===== config.mk =====
export PLATFORM = sky130hd
export DESIGN_NAME = gnt_ack_responder
export DESIGN_NICKNAME = d
export VERILOG_FILES = /design/src/rtl/gnt_ack_pkg.sv /design/src/rtl/gnt_ack_responder_queue.sv /design/src/rtl/gnt_ack_responder.sv
export SDC_FILE = /design/constraint.sdc
export NUM_CORES = 1
export LEC_CHECK = 0
export ABC_AREA = 1
export BUFFER_PORTS_ARGS = -buffer_cell sky130_fd_sc_hd__buf_2
export CELL_PAD_IN_SITES_DETAIL_PLACEMENT = 1
export CELL_PAD_IN_SITES_GLOBAL_PLACEMENT = 1
export CORE_MARGIN = 3
export CORE_UTILIZATION = 50
export CTS_BUF_LIST = sky130_fd_sc_hd__clkbuf_4 sky130_fd_sc_hd__clkbuf_8
export CTS_CLUSTER_SIZE = 40
export DETAILED_ROUTE_END_ITERATION = 7
export GPL_TIMING_DRIVEN = 0
export PLACE_DENSITY_LB_ADDON = 0.1
export SYNTH_ARGS = -nofsm -noshare
export SYNTH_HDL_FRONTEND = slang
export SYNTH_SLANG_ARGS = --single-unit

===== constraint.sdc =====
create_clock -name clk -period 6.5 [get_ports clk]
set_input_delay 0.325 -clock clk [delete_from_list [all_inputs] [get_ports clk]]
set_output_delay 0.325 -clock clk [all_outputs]
set_load 0.01 [all_outputs]

===== src/rtl/gnt_ack_pkg.sv =====
// Shared types and helpers for the grant/ack responder.
package gnt_ack_pkg;

    localparam int unsigned MAX_LAT_DEF = 4;
    localparam int unsigned DEPTH_DEF   = 4;
    localparam int unsigned ID_W_DEF    = 2;
    localparam int unsigned LAT_W_DEF   = $clog2(MAX_LAT_DEF + 1);
    // rem only ever holds L-1, so MAX_LAT-1 is its largest value
    localparam int unsigned REM_W_DEF   = (MAX_LAT_DEF > 1) ? $clog2(MAX_LAT_DEF) : 1;

    // One outstanding grant; late mirrors (rem == 0) so the head flag is ready to register
    typedef struct packed {
        logic [ID_W_DEF-1:0]  id;
        logic [REM_W_DEF-1:0] rem;
        logic                 late;
    } resp_entry_t;

    // Effective latency: 0 becomes 1, anything above max_lat becomes max_lat
    function automatic logic [LAT_W_DEF-1:0] clamp_lat(input logic [LAT_W_DEF-1:0] lat,
                                                       input int unsigned        max_lat);
        logic [LAT_W_DEF-1:0] eff;
        if (lat == '0) begin
            eff = LAT_W_DEF'(1);
        end else if (32'(lat) > max_lat) begin
            eff = LAT_W_DEF'(max_lat);
        end else begin
            eff = lat;
        end
        return eff;
    endfunction

endpackage


===== src/rtl/gnt_ack_responder_queue.sv =====
// Circular FIFO of outstanding grants with per-entry saturating countdown.
module resp_queue
    import gnt_ack_pkg::*;
#(
    parameter int unsigned DEPTH = DEPTH_DEF
) (
    input  logic                         clk,
    input  logic                         rst,
    input  logic                         push_i,
    input  resp_entry_t                  data_i,
    input  logic                         pop_i,
    output resp_entry_t                  head_c,
    output logic                         full_c,
    output logic                         empty_c,
    output logic [$clog2(DEPTH+1)-1:0]   count_o
);

    localparam int unsigned PTR_W = $clog2(DEPTH);
    localparam int unsigned CNT_W = $clog2(DEPTH + 1);

    resp_entry_t      r_mem [DEPTH];
    resp_entry_t      w_aged [DEPTH];
    logic [DEPTH-1:0] r_valid;
    logic [PTR_W-1:0] r_rd_ptr;
    logic [PTR_W-1:0] r_wr_ptr;
    logic [CNT_W-1:0] r_count;
    logic             w_push;
    logic             w_pop;

    assign full_c  = (r_count == CNT_W'(DEPTH));
    assign empty_c = (r_count == '0);
    assign head_c  = r_mem[r_rd_ptr];
    assign count_o = r_count;

    // A push into a full queue only lands when the head leaves on the same edge
    assign w_push = push_i && (!full_c || pop_i);
    assign w_pop  = pop_i && !empty_c;

    // Age every valid entry by one edge, saturating at zero
    always_comb begin
        for (int i = 0; i < DEPTH; i++) begin
            w_aged[i] = r_mem[i];
            if (r_valid[i]) begin
                if (r_mem[i].rem != '0) begin
                    w_aged[i].rem = r_mem[i].rem - REM_W_DEF'(1);
                end
                w_aged[i].late = (r_mem[i].rem <= REM_W_DEF'(1));
            end
        end
    end

    // Entry storage: new grant written at the tail, everything else ages
    always_ff @(posedge clk) begin
        for (int i = 0; i < DEPTH; i++) begin
            if (w_push && (r_wr_ptr == PTR_W'(i))) begin
                r_mem[i] <= data_i;
            end else begin
                r_mem[i] <= w_aged[i];
            end
        end
    end

    // Valid bits, pointers and occupancy; push wins when it reuses the popped slot
    always_ff @(posedge clk) begin
        if (rst) begin
            r_valid  <= '0;
            r_rd_ptr <= '0;
            r_wr_ptr <= '0;
            r_count  <= '0;
        end else begin
            for (int i = 0; i < DEPTH; i++) begin
                if (w_push && (r_wr_ptr == PTR_W'(i))) begin
                    r_valid[i] <= 1'b1;
                end else if (w_pop && (r_rd_ptr == PTR_W'(i))) begin
                    r_valid[i] <= 1'b0;
                end
            end
            if (w_push) begin
                r_wr_ptr <= r_wr_ptr + PTR_W'(1);
            end
            if (w_pop) begin
                r_rd_ptr <= r_rd_ptr + PTR_W'(1);
            end
            case ({w_push, w_pop})
                2'b10:   r_count <= r_count + CNT_W'(1);
                2'b01:   r_count <= r_count - CNT_W'(1);
                default: r_count <= r_count;
            endcase
        end
    end

endmodule


===== src/rtl/gnt_ack_responder.sv =====
// Grant/ack responder: one ack per accepted grant, FIFO order, 1..MAX_LAT cycles later.
// MAX_LAT and ID_W must not exceed the package defaults, which size the shared entry type.
module gnt_ack_responder
    import gnt_ack_pkg::*;
#(
    parameter int unsigned MAX_LAT = MAX_LAT_DEF,
    parameter int unsigned DEPTH   = DEPTH_DEF,
    parameter int unsigned ID_W    = ID_W_DEF
) (
    input  logic                          clk,
    input  logic                          rst,
    input  logic                          gnt_i,
    input  logic [ID_W-1:0]               gnt_id_i,
    input  logic [$clog2(MAX_LAT+1)-1:0]  lat_i,
    output logic                          ack_o,
    output logic [ID_W-1:0]               ack_id_o,
    output logic                          ack_late_o,
    output logic [$clog2(DEPTH+1)-1:0]    outstanding_o,
    output logic                          overflow_o
);

    localparam int unsigned CNT_W = $clog2(DEPTH + 1);

    logic [LAT_W_DEF-1:0] w_lat_eff;
    logic                 w_lat_one;
    resp_entry_t          w_push_entry;
    resp_entry_t          w_head;
    logic                 w_full;
    logic                 w_empty;
    logic [CNT_W-1:0]     w_count;
    logic                 w_issue;
    logic                 w_bypass;
    logic                 w_accept;
    logic                 w_drop;

    assign w_lat_eff = clamp_lat(LAT_W_DEF'(lat_i), MAX_LAT);
    assign w_lat_one = (w_lat_eff == LAT_W_DEF'(1));

    // Head is acked once it is one edge from due (rem 1) or already past it (rem 0)
    assign w_issue  = !w_empty && (w_head.rem <= REM_W_DEF'(1));
    // L=1 can only be met on time by skipping the queue, which needs an idle queue
    assign w_bypass = gnt_i && w_lat_one && w_empty;
    assign w_accept = gnt_i && !w_bypass && (!w_full || w_issue);
    assign w_drop   = gnt_i && !w_bypass && w_full && !w_issue;

    // New entry: rem counts edges left after this one, so L=1 enters already late
    always_comb begin
        w_push_entry      = '0;
        w_push_entry.id   = ID_W_DEF'(gnt_id_i);
        w_push_entry.rem  = REM_W_DEF'(w_lat_eff - LAT_W_DEF'(1));
        w_push_entry.late = w_lat_one;
    end

    resp_queue #(
        .DEPTH (DEPTH)
    ) u_queue (
        .clk     (clk),
        .rst     (rst),
        .push_i  (w_accept),
        .data_i  (w_push_entry),
        .pop_i   (w_issue),
        .head_c  (w_head),
        .full_c  (w_full),
        .empty_c (w_empty),
        .count_o (w_count)
    );

    assign outstanding_o = w_count;

    // Ack pulse, tag/late hold between acks, sticky overflow
    always_ff @(posedge clk) begin
        if (rst) begin
            ack_o      <= 1'b0;
            ack_id_o   <= '0;
            ack_late_o <= 1'b0;
            overflow_o <= 1'b0;
        end else begin
            ack_o <= w_issue || w_bypass;
            if (w_issue) begin
                ack_id_o   <= ID_W'(w_head.id);
                ack_late_o <= w_head.late;
            end else if (w_bypass) begin
                ack_id_o   <= gnt_id_i;
                ack_late_o <= 1'b0;
            end
            if (w_drop) begin
                overflow_o <= 1'b1;
            end
        end
    end

endmodule


Word-level counts from Yosys, hierarchy flattened:

Memory sizes are Yosys's and may differ from the RTL's. A register that Yosys moved wholly into a read port is not among the register bits.
Cells that the tools add are included.

* multiplexer cells: 41
* reduce and logical (&&, ||, !) cells: 37
* bitwise gates (word level): 4
* add/subtract/negate cells: 9
* eq/ne operators: 10
* order comparisons: 6

Operator list (count)
* $mux 1: 22
* $mux 5: 4
* $reduce_bool 2->1: 10
* $mux 3: 6
* $logic_and 1x1->1: 17
* $mux 2: 8
* $eq 2x2->1 const B: 5
* $le 2x1->1 const B: 5
* $sub 2x1->2 const B: 5
* $eq 2x1->1 const B: 3
* $logic_not 3->1: 2
* $pmux 3 s2: 1
* $add 2x1->2 const B: 2
* $logic_not 1->1: 4
* $logic_not 2->1: 2
* $or 1x1->1: 4
* $add 3x1->3 const B: 1
* $eq 3x1->1 const B: 1
* $eq 3x3->1 const B: 1
* $gt 3x3->1 const B: 1
* $sub 3x1->3 const B: 1
* $logic_or 1x1->1: 2

* input port bits: 8
* bits in registers: 16
* memories kept: 1
* RAM bits: 20
* word-level logic and storage cells: 119

Memory list
* u_queue.r_mem: words 4, bits a word 5, read ports 5, clocked after memory_dff 1, wr ports 4, RTL line gnt_ack_responder_queue.sv:21 `resp_entry_t r_mem [DEPTH];`

Logic depth before layout (Yosys ltp):

* depth in word-level cells: 14
* depth in mapped cells: 14
* depth with buffers taken out: 14

Cells and area by module:

Synthesis repeated with hierarchy kept, for this count alone.

* cells, all modules: 245
* area, all modules: 2060.7 um^2

Modules (own cells, without submodules)
* resp_queue: cells an instance 201, instances 1, area each 1790.5 um^2
* gnt_ack_responder: cells an instance 44, instances 1, area each 270.3 um^2

Worst setup path after synthesis:

No wires, ideal clock.

* path type: input to register
* from: input port lat_i[0]
* to: register u_queue.r_count[2] (netlist: u_queue.count_o[2])
* library setup time: 0.124 ns
* path slack: 4.135 ns
* path buffers: 0
* arrival: 2.242 ns
* cell stages on the path: 14
* cell sequence: inv_1 -> a21oi_1 -> ha_1 -> nand3_1 -> nor2_4 -> nor2_8 -> nand2_2 -> ha_1 -> inv_1 -> fa_1 -> a21oi_1 -> o21ai_0 -> o21ai_0 -> a21oi_1

* cells in the longest elaborated chain, start to end: 12

RTL lines
* from (decl): RTL line gnt_ack_responder.sv:14 `input logic [$clog2(MAX_LAT+1)-1:0] lat_i,`
* $gt 3x3->1: RTL line gnt_ack_pkg.sv:24 `end else if (32'(lat) > max_lat) begin`
* $mux 3: RTL line gnt_ack_pkg.sv:24
* $mux 3 *: RTL line gnt_ack_pkg.sv:22 `if (lat == '0) begin`
* $eq 3x1->1 *: RTL line gnt_ack_responder.sv:37 `assign w_lat_one = (w_lat_eff == LAT_W_DEF'(1));`
* $logic_and 1x1->1 * (2 in series): RTL line gnt_ack_responder.sv:42 `assign w_bypass = gnt_i && w_lat_one && w_empty;`
* $logic_not 1->1 *: RTL line gnt_ack_responder.sv:43 `assign w_accept = gnt_i && !w_bypass && (!w_full || w_issue);`
* $logic_and 1x1->1 * (2 in series): RTL line gnt_ack_responder.sv:43
* $logic_and 1x1->1 *: RTL line gnt_ack_responder_queue.sv:36 `assign w_push = push_i && (!full_c || pop_i);`
* $eq 2x1->1 / $eq 2x2->1 (equally long branches): RTL line gnt_ack_responder_queue.sv:84 `case ({w_push, w_pop})`
* $pmux 3 s2 / $reduce_bool 2->1 (equally long branches)
* to (signal assigned): RTL line gnt_ack_responder_queue.sv:85 `2'b10: r_count <= r_count + CNT_W'(1);`
* to (signal assigned): RTL line gnt_ack_responder_queue.sv:86 `2'b01: r_count <= r_count - CNT_W'(1);`
* to (signal assigned): RTL line gnt_ack_responder_queue.sv:87 `default: r_count <= r_count;`
* to (decl): RTL line gnt_ack_responder_queue.sv:26 `logic [CNT_W-1:0] r_count;`

Mark *: on every way between the ends. The rest lies on a longest branch, timed or not.
A chain may end at the register's enable or synchronous reset.

Final worst setup path:

* from: input port lat_i[1]
* to: register u_queue.r_count[2] (netlist: u_queue.count_o[2])

The elaborated chain is that of the path after synthesis.

==> impl_metrics.ini <==
[worst_setup_path]
crit_end = u_queue.count_o[2]
r2r-start = u_queue.count_o[2]
crit_path_start_kind = input pin
cpPeakStageDelay_ns = 0.39
cp_max_fo = 8
reg2reg_slack_ns = 4.16
critical_path_depth = 14
criticalPathCategory = input pin to flop
worst_r2r_endpoint = u_queue.count_o[2]
data_required_time_of_the_worst_path_ns = 6.68
cpMostUsedCell = sky130_fd_sc_hd__a21oi_1
cp-startpoint = lat_i[1]
critical_path.n_buffers_inverters = 2
crit_arrival_ns = 2.77
path_cells = buf_2, a21oi_1, ha_1, nand3_1, nor2_4, nor2_8, nand2_2, ha_1, inv_1, fa_1, a21oi_1, o21ai_0, o21ai_0, a21oi_1
end_kind = flop
worst-r2r-cell-count = 12
timing.critical_path.slowest_stage_cell = sky130_fd_sc_hd__a21oi_1
timing.critical_path.max_delay_family = compound AO/OA/AOI/OAI gates

[clocking]
cts_inserted_buffers = 5
htreeDepth = 2
clk_pin_slew_ns = 0.08
cts_tree = built
cts-root-buf = sky130_fd_sc_hd__clkbuf_8
clock_sink_count = 38
clock_latency_ns = 0.30
longest_clk_path_bufs = 2
postCtsResizedCells = 0
cts.repair_timing.setup_buffer_count = 0
holdBufCountCts = 0

[placement]
port_buffers = 14
dp.cells = 292
placed_instance_area_mm2 = 0.002242
dpl.hpwl_um = 3501
gp_congestion = 0.7580

[synthesis]
async_flop_share = 0
mappedNetlistArea_mm2 = 0.002112
postSynthRegisterBits = 38
synth_top_area_cell = sky130_fd_sc_hd__edfxtp_1
synthDistinctLibCells = 22
synth_seq_area_share = 0.4550
synth_enable_flop_cells = 20
synthCells = 230
post_synth_main_area_contributors = sky130_fd_sc_hd__edfxtp_1, sky130_fd_sc_hd__dfxtp_1, sky130_fd_sc_hd__ha_1, sky130_fd_sc_hd__nand2_1, sky130_fd_sc_hd__nand3_4
synth_top_cell_area_share = 0.2844
synthesis.nets = 257
synth_flop_cell = sky130_fd_sc_hd__edfxtp_1
synth.avg_cell_area_um2 = 9.183
yosysWarnings = 0

[cells_and_area]
area_growth_pct = 11.43
final_cell_area_mm2 = 0.002354
diodes = 0
final_cells = 300
nets_final = 278
drive_gt1_frac = 0.1905

[timing]
final.setup.tns_ns = 0
final-setup-viol-count = 0
layout_min_cycle_time_ns = 2.583
fin_crit_sh = 0.3974
maxSlewHeadroom = 0.6570
final_max_slew_viol_count = 0
tightestPinTransition_ns = 0.5145
achievable-frequency_ghz = 0.3871
grt_setup_unrepaired = false
final_hold_viol_count = 0
worst_clock_skew_ns = 0.007672

[grt]
grt_usage = 0.2055
wire_length_of_the_first_global_routing_pass_um = 8017
global_route.usage.met3 = 0.05256
grtUsageMet2 = 0.3471
gr-max-usage-layer = met2
grt_use_met1 = 0.2529
antenna_found_initial = 0
grt_pass1_vias = 1706
grt_max_degree = 14
grt-ovfl-total = 0

[power]
vdd_ir_drop_max_v = 0.0001678
total_leakage_power_nw = 1.072
post-layout-total-power_mw = 0.9728
power-per-cell-area_mw_per_mm2 = 413.3

[route]
drt-initial-drc-count = 130
drc = 0
detail-route-antenna-nets = 0
first_pass_iters = 4
wire_length_reported_by_the_detailed_router_um = 4667
drt-wirelength-per-cell_um = 15.56
via_count_normalized_by_instance_count = 5.280
dr_total_vias = 1584

[hold_path]
worst_hold_check_path_type = input pin to flop

[floorplan]
boundaryPins = 16
fp.dieArea_mm2 = 0.005040
number_of_placement_rows = 22
dieWidth_um = 70.99
die-height_um = 70.99
initial_core_util = 0.5481
core_area_mm2 = 0.003854

[outcome]
run_status = finished clean

[job]
max_cap_violations = 0
[metrics by stage]
| step | hold slack, ns | utilization | setup WS, ns |
|---|---|---|---|
| 3_3_place_gp | 0.4371 | 0.5818 | 3.691 |
| 6_report | 0.2738 | 0.6107 | 3.917 |
| 3_5_place_dp | 0.4548 | 0.5818 | 3.626 |
| 2_1_floorplan | 0.4239 | - | 4.135 |
| 5_1_grt | 0.2618 | 0.6107 | 3.624 |
| 4_1_cts | 0.2752 | 0.6107 | 3.895 |
[sequential cells by signal, summed over array words and instances (netlist names), named ones only]
| signal | count |
|---|---|
| u_queue.r_mem | 20 |
| u_queue.r_valid | 4 |
| u_queue.count_o | 3 |
| ack_id_o | 2 |
| u_queue.r_rd_ptr | 2 |
| u_queue.r_wr_ptr | 2 |
| ack_late_o | 1 |
| ack_o | 1 |
| overflow_o | 1 |
[synth_stat cells (2+ instances only)]
library cell               count
sky130_fd_sc_hd__a21oi_1      17
sky130_fd_sc_hd__buf_6         2
sky130_fd_sc_hd__dfxtp_1      18
sky130_fd_sc_hd__edfxtp_1     20
sky130_fd_sc_hd__ha_1         18
sky130_fd_sc_hd__inv_1        33
sky130_fd_sc_hd__inv_2         7
sky130_fd_sc_hd__nand2_1      46
sky130_fd_sc_hd__nand2_2       3
sky130_fd_sc_hd__nand2_4       2
sky130_fd_sc_hd__nand3_1      16
sky130_fd_sc_hd__nand3_4       8
sky130_fd_sc_hd__nor2_1        8
sky130_fd_sc_hd__o21ai_0      14
sky130_fd_sc_hd__o21ai_1      11
[layout make-up]
type	count	area (µm²)
buffer	3	26.28
clock buffer	5	68.82
clock inverter	3	42.54
fill	461	1500
inverter	41	156.4
multi-input combinational	148	968.4
sequential	38	960.9
tap	48	60.06
timing repair buffer	14	70.07
[worst register-to-register path, stage by stage (launching register included)]
cell and delay, ns:
sky130_fd_sc_hd__dfxtp_1 0.32, sky130_fd_sc_hd__inv_1 0.16, sky130_fd_sc_hd__nand3_4 0.18, sky130_fd_sc_hd__nor2_4 0.27, sky130_fd_sc_hd__nor2_8 0.10, sky130_fd_sc_hd__nand2_2 0.09
sky130_fd_sc_hd__ha_1 0.15, sky130_fd_sc_hd__inv_1 0.07, sky130_fd_sc_hd__fa_1 0.38, sky130_fd_sc_hd__a21oi_1 0.14, sky130_fd_sc_hd__o21ai_0 0.12, sky130_fd_sc_hd__o21ai_0 0.20
sky130_fd_sc_hd__a21oi_1 0.06
[kinds of logic after synthesis]
| kind of cell | synth area share |
|---|---|
| and+or+nand+nor | 0.2429 |
| adders and majority gates | 0.1161 |
| DFF | 0.4550 |
| buffers and inverters | 0.08650 |
| AOI/OAI and AO/OA | 0.09953 |
[worst min path at each step]
stage	startpoint	end	slack, ns	cells after the start
finish	gnt_id_i[1]	u_queue.r_mem[1][4]	0.27	1
global route	gnt_id_i[1]	u_queue.r_mem[1][4]	0.26	1
CTS	gnt_id_i[1]	u_queue.r_mem[1][4]	0.28	1
detailed placement	overflow_o	overflow_o	0.45	2
global placement	overflow_o	overflow_o	0.44	2
floorplan	gnt_id_i[0]	u_queue.r_mem[0][3]	0.42	0
[placed cells by master, fill, tap and decap left out, drive strengths merged]
master  Yosys  layout
nand3b      1       1
nand3      24      24
a21oi      17      17
clkbuf      1       6
inv        41      43
ha         18      18
nor2       10      10
bufinv      0       1
o21ai      25      25
dfxtp      18      18
edfxtp     20      20
nand2      51      51
buf         2      16
nor3        1       1
fa          1       1
[layer usage]
metal	vias up	share of wire
li1	793	-
met1	762	0.46
met2	21	0.50
met3	8	0.030
met4	0	0.015
met5	-	0
[power by group]
group | leakage [nW] | total [mW] | internal (mW) | switching, mW
combinational | 0.681 | 0.408 | 0.143 | 0.265
sequential | 0.333 | 0.360 | 0.320 | 0.0406
clock | 0.0590 | 0.204 | 0.115 | 0.0896
total | 1.07 | 0.973 | 0.578 | 0.395
Note: power is estimated with default switching activity, not from simulation.
